## src/rtl/gcd_pkg.sv

```systemverilog
// Shared types and defaults for the iterative GCD engine.
package gcd_pkg;

  localparam int unsigned GCD_WIDTH_DEF = 16;
  localparam int unsigned GCD_CNT_W_DEF = 16;

  typedef enum logic [1:0] {
    S_IDLE = 2'd0,
    S_CALC = 2'd1,
    S_DONE = 2'd2
  } gcd_state_t;

endpackage

```

## src/rtl/gcd_step.sv

```systemverilog
// One combinational GCD iteration: Euclid subtraction by default,
// binary (Stein) step with power-of-two exponent k when GCD_STEIN_EN is defined.
module gcd_step #(
  parameter int unsigned WIDTH = 16,
  parameter int unsigned K_W   = $clog2(WIDTH) + 1
) (
  input  logic [WIDTH-1:0] a,
  input  logic [WIDTH-1:0] b,
`ifdef GCD_STEIN_EN
  input  logic [K_W-1:0]   k,
  output logic [K_W-1:0]   k_nxt_c,
`endif
  output logic [WIDTH-1:0] a_nxt_c,
  output logic [WIDTH-1:0] b_nxt_c,
  output logic             done_c,
  output logic [WIDTH-1:0] result_c
);

`ifdef GCD_STEIN_EN
  always_comb begin
    a_nxt_c  = a;
    b_nxt_c  = b;
    k_nxt_c  = k;
    done_c   = 1'b0;
    result_c = '0;
    if (a == '0) begin
      done_c   = 1'b1;
      result_c = WIDTH'(b << k);
    end else if (b == '0) begin
      done_c   = 1'b1;
      result_c = WIDTH'(a << k);
    end else if (!a[0] && !b[0]) begin
      a_nxt_c = a >> 1;
      b_nxt_c = b >> 1;
      k_nxt_c = k + K_W'(1);
    end else if (!a[0]) begin
      a_nxt_c = a >> 1;
    end else if (!b[0]) begin
      b_nxt_c = b >> 1;
    end else if (a >= b) begin
      // Difference of two odd values is even, so the shift is exact.
      a_nxt_c = WIDTH'(a - b) >> 1;
    end else begin
      b_nxt_c = WIDTH'(b - a) >> 1;
    end
  end
`else
  always_comb begin
    a_nxt_c  = a;
    b_nxt_c  = b;
    done_c   = 1'b0;
    result_c = a;
    if (b == '0) begin
      done_c = 1'b1;
    end else if (a < b) begin
      a_nxt_c = b;
      b_nxt_c = a;
    end else begin
      a_nxt_c = WIDTH'(a - b);
    end
  end
`endif

endmodule

```

## src/rtl/gcd_unit.sv

```systemverilog
// Iterative GCD engine with valid/ready on both sides and saturating cycle count.
// Define GCD_STEIN_EN to select the binary (Stein) iteration instead of Euclid subtraction.
module gcd_unit
  import gcd_pkg::*;
#(
  parameter int unsigned WIDTH = GCD_WIDTH_DEF,
  parameter int unsigned CNT_W = GCD_CNT_W_DEF
) (
  input  logic               clk,
  input  logic               rst,
  input  logic               in_valid,
  input  logic [2*WIDTH-1:0] in_data,
  output logic               in_ready,
  output logic               out_valid,
  output logic [WIDTH-1:0]   out_data,
  output logic [CNT_W-1:0]   out_cycles,
  input  logic               out_ready
);

  localparam int unsigned K_W = $clog2(WIDTH) + 1;

  gcd_state_t       state_q, state_d;
  logic [WIDTH-1:0] a_q, b_q;
  logic [CNT_W-1:0] count_q;
  logic [CNT_W-1:0] count_inc_c;
  logic [WIDTH-1:0] a_nxt_c, b_nxt_c, result_c;
  logic             done_c;
`ifdef GCD_STEIN_EN
  logic [K_W-1:0]   k_q, k_nxt_c;
`endif

  assign in_ready    = (state_q == S_IDLE) && !rst;
  assign count_inc_c = (&count_q) ? count_q : count_q + CNT_W'(1);

  gcd_step #(
    .WIDTH (WIDTH),
    .K_W   (K_W)
  ) u_step (
    .a        (a_q),
    .b        (b_q),
`ifdef GCD_STEIN_EN
    .k        (k_q),
    .k_nxt_c  (k_nxt_c),
`endif
    .a_nxt_c  (a_nxt_c),
    .b_nxt_c  (b_nxt_c),
    .done_c   (done_c),
    .result_c (result_c)
  );

  // State register.
  always_ff @(posedge clk) begin
    if (rst) state_q <= S_IDLE;
    else     state_q <= state_d;
  end

  // Next-state logic.
  always_comb begin
    state_d = state_q;
    case (state_q)
      S_IDLE:  if (in_valid) state_d = S_CALC;
      S_CALC:  if (done_c)   state_d = S_DONE;
      S_DONE:  if (out_ready) state_d = S_IDLE;
      default: state_d = S_IDLE;
    endcase
  end

  // Operand, counter and result registers.
  always_ff @(posedge clk) begin
    if (rst) begin
      a_q        <= '0;
      b_q        <= '0;
      count_q    <= '0;
      out_valid  <= 1'b0;
      out_data   <= '0;
      out_cycles <= '0;
`ifdef GCD_STEIN_EN
      k_q        <= '0;
`endif
    end else begin
      case (state_q)
        S_IDLE: begin
          if (in_valid) begin
            a_q     <= in_data[2*WIDTH-1:WIDTH];
            b_q     <= in_data[WIDTH-1:0];
            count_q <= '0;
`ifdef GCD_STEIN_EN
            k_q     <= '0;
`endif
          end
        end
        S_CALC: begin
          count_q <= count_inc_c;
          a_q     <= a_nxt_c;
          b_q     <= b_nxt_c;
`ifdef GCD_STEIN_EN
          k_q     <= k_nxt_c;
`endif
          if (done_c) begin
            out_valid  <= 1'b1;
            out_data   <= result_c;
            out_cycles <= count_inc_c;
          end
        end
        S_DONE: begin
          if (out_ready) out_valid <= 1'b0;
        end
        default: out_valid <= 1'b0;
      endcase
    end
  end

endmodule

```

## config.mk

```make
export PLATFORM = sky130hd
export DESIGN_NAME = gcd_unit
export DESIGN_NICKNAME = d
export VERILOG_FILES = /design/src/rtl/gcd_pkg.sv /design/src/rtl/gcd_step.sv /design/src/rtl/gcd_unit.sv
export SDC_FILE = /design/constraint.sdc
export NUM_CORES = 1
export LEC_CHECK = 0
export ABC_AREA = 1
export ABC_CLOCK_PERIOD_IN_PS = 2900
export BUFFER_PORTS_ARGS = -buffer_cell sky130_fd_sc_hd__buf_2
export CORE_AREA = 2 2 129 131
export DETAILED_ROUTE_END_ITERATION = 7
export DIE_AREA = 0 0 131 133
export GPL_ROUTABILITY_DRIVEN = 0
export PLACE_DENSITY = 0.53
export SYNTH_ARGS = -nofsm -noshare
export SYNTH_HDL_FRONTEND = slang
export SYNTH_HIERARCHICAL = 1
export SYNTH_SLANG_ARGS = --single-unit
```

## constraint.sdc

```tcl
create_clock -name clk -period 2.9 [get_ports clk]
set_input_delay 0.725 -clock clk [delete_from_list [all_inputs] [get_ports clk]]
set_output_delay 0.725 -clock clk [all_outputs]
set_load 0.02 [all_outputs]
```

==> reports/summary.txt <==
Bufs on Longest Clock Path -> 2
Setup Viol. Count Final -> 0
Vias per inst -> 4.70
# Post-CTS Setup Buffers -> 0
Initial Util -> 0.342
Ant diodes -> 0
Synth Flop Type -> dfxtp_1
Max cap viols -> 0
Die Y -> 133 µm
Clock Skew -> 0.00852 ns
Fmax -> 0.392 GHz
DR top layer -> met4
Worst Hold Slack -> 0.463 ns
Distinct cells, synth -> 35
Worst setup path class -> flip-flop to flip-flop
Initial antenna violation count -> 0
Fraction of layout instances using a drive strength above 1 -> 0.150
Remaining routing DRC violations -> 0
# rows -> 47
Layout Nets -> 965
Core footprint -> 0.0162 mm²
First-pass GRT wire length -> 25000 µm
Top cells by area, synth -> dfxtp_1, nand2_1, nor2_1
Largest net degree at the start of global routing -> 81
Post-synthesis sequential area ratio -> 0.301
DR pass1 iterations -> 4
Root Driver -> clkbuf_16
Top cell type's share of synthesized area -> 0.301
Synthesized instance count -> 878
RSZ-0062 raised after global routing -> false
Yosys reg bits -> 83
Port bufs -> 69
Status -> completed
Slew margin rel. -> 0.564
Fin. Hold Viols -> 0
Routed vias -> 5338
Reg2reg path depth -> 14
CTS buffer count -> 9
Syn Area/Cell -> 6.29 µm²
Flop2flop setup slack -> 0.35 ns
Hpwl dp -> 10800 µm
Met1 wire length -> 7360 µm
WL met2 -> 7280 µm
Final worst path period share -> 0.880
Post-synth EDFFs -> 0
Hold wc startpoint -> out_data[14]
Sum Neg Setup Slack -> 0 ns
Worst Setup End Kind -> flip-flop
Vias in the first global route -> 4969
FF-to-FF Start -> a_q[0]
Full die area -> 0.0174 mm²
CTS tree -> done
Clock sink total -> 83
Cell taking the most area after synthesis -> dfxtp_1
Post_cts resized -> 0
Crit Path Max Fanout -> 16
Synth Net Count -> 932
Leak -> 0.00284 µW
Met3 WL -> 477 µm
Ys Warns -> 6
Worst-Margin Slew -> 0.653 ns
DRT Wirelength -> 15200 µm
Power per cell area -> 636 mW/mm²
Total gr overflow -> 0
Reg2reg end -> a_q[11]
DR WL/cell -> 13.4 µm
CTS clk-pin slew, worst paths -> 0.07 ns
Final period demand of the worst path -> 2.55 ns
Layout area overhead -> 12.4%
WHS Path Cells -> 2
CP Launch Type -> flip-flop
Hold Buf Count CTS -> 0
Die W -> 131 µm
GRT Total Usage -> 0.181
Pins Over Slew Limit -> 0
Hold Crit Class -> flip-flop to flip-flop
Hold endpoint -> out_data[14]
Iteration-0 DRC Markers -> 290
Worst path arrival time -> 2.83 ns
Cell area after synthesis -> 0.00553 mm²
Max VDD drop -> 0.294 mV
Synth async-reset ratio -> 0
H-Tree Depth -> 3
Worst Path Required -> 3.18 ns
Post-DRT Antenna Nets -> 0
Later-pin clock latency in the skew report -> 0.35 ns
Number of placed I/O pins -> 70
==> area by class of cell <==
class | count | area, µm²
clock inverter | 7 | 98.8
inverter | 93 | 349
tap | 220 | 275
timing repair buffer | 79 | 445
sequential | 83 | 1660
multi-input combinational | 645 | 3160
clock buffer | 9 | 225
fill | 1811 | 9960
==> cells by family after synthesis <==
| family | Yosys count | share of synthesized area |
|---|---|---|
| and+or+nand+nor | 451 | 0.344 |
| AOI/OAI and AO/OA | 164 | 0.165 |
| DFF | 83 | 0.301 |
| buffers and inverters | 150 | 0.129 |
| adders and majority gates | 18 | 0.0421 |
| xor gates and xnor gates | 12 | 0.0190 |
==> routing by layer <==
| layer | track usage | up-vias |
|---|---|---|
| met2 | 0.299 | 91 |
| met1 | 0.241 | 2405 |
| met3 | 0.0396 | 8 |
| li1 | - | 2834 |
| met4 | 0.0396 | 0 |
| met5 | 0 | - |
==> power by group <==
group | switching, µW | internal (µW)
clock | 518 | 761
combinational | 906 | 480
sequential | 74.9 | 1210
total | 1500 | 2450
==> placed cells by master, fill, tap and decap left out, types with 3 or more instances in the layout <==
| cell type | instances |
|---|---|
| a21oi_1 | 78 |
| buf_2 | 69 |
| buf_4 | 8 |
| clkbuf_16 | 9 |
| dfxtp_1 | 83 |
| ha_1 | 17 |
| inv_1 | 88 |
| inv_2 | 5 |
| nand2_1 | 265 |
| nand2_2 | 6 |
| nand3_1 | 36 |
| nand3_2 | 7 |
| nand3b_1 | 4 |
| nand4_1 | 10 |
| nor2_1 | 107 |
| nor3_1 | 4 |
| o21ai_0 | 57 |
| o21ai_1 | 6 |
| o21ai_2 | 11 |
| o21bai_1 | 7 |
| or2_2 | 3 |
| xnor2_1 | 3 |
| xor2_1 | 9 |
==> critical path, stage by stage (launching register included) <==
cell	delay (ns)
dfxtp_1	0.40
inv_1	0.07
ha_1	0.22
fa_1	0.40
inv_1	0.07
nand2_1	0.04
nand2_1	0.09
nand3_1	0.08
nand2_2	0.11
nand2_2	0.09
a21oi_4	0.45
nand3_1	0.15
nand2_1	0.09
o21ai_0	0.08
a21oi_1	0.13
==> stage by stage <==
step                      worst slack (ns)  total power, µW   util  cell area [µm²]  std cells
after floorplan                      0.662             2440      -             5530        878
after global placement               0.409             2700  0.364             5890       1120
after detailed placement             0.346             2690  0.364             5890       1120
after CTS                            0.322             4000  0.384             6210       1136
after global routing                 0.130             4230  0.384             6210       1136
final                                0.349             3950  0.384             6210       1136
==> Yosys cell counts, drive strengths merged, types with 5 or more instances <==
cell type and instances:
inv 93, nand4 10, nand3 43, a21oi 81, o21bai 7, buf 37
o21ai 75, dfxtp 83, nor3 5, nor2 111, nand2 272, xor2 9
clkbuf 20, ha 17
==> sequential cells by signal (all words and copies together) (netlist names) <==
name and cells:
count_q 16, out_valid 1, out_data 16, out_cycles 16, b_q 16, state_q 2, a_q 16
==> worst max path at each step <==
| stage | from | cells past startpoint | endpoint |
|---|---|---|---|
| 4_1_cts | a_q[0] | 14 | a_q[9] |
| 2_1_floorplan | rst | 3 | in_ready |
| 3_3_place_gp | a_q[0] | 14 | a_q[9] |
| 3_5_place_dp | a_q[0] | 14 | a_q[9] |
| 5_1_grt | a_q[0] | 16 | a_q[6] |
| 6_report | a_q[0] | 14 | a_q[11] |
(Power assumes the default switching activity.)
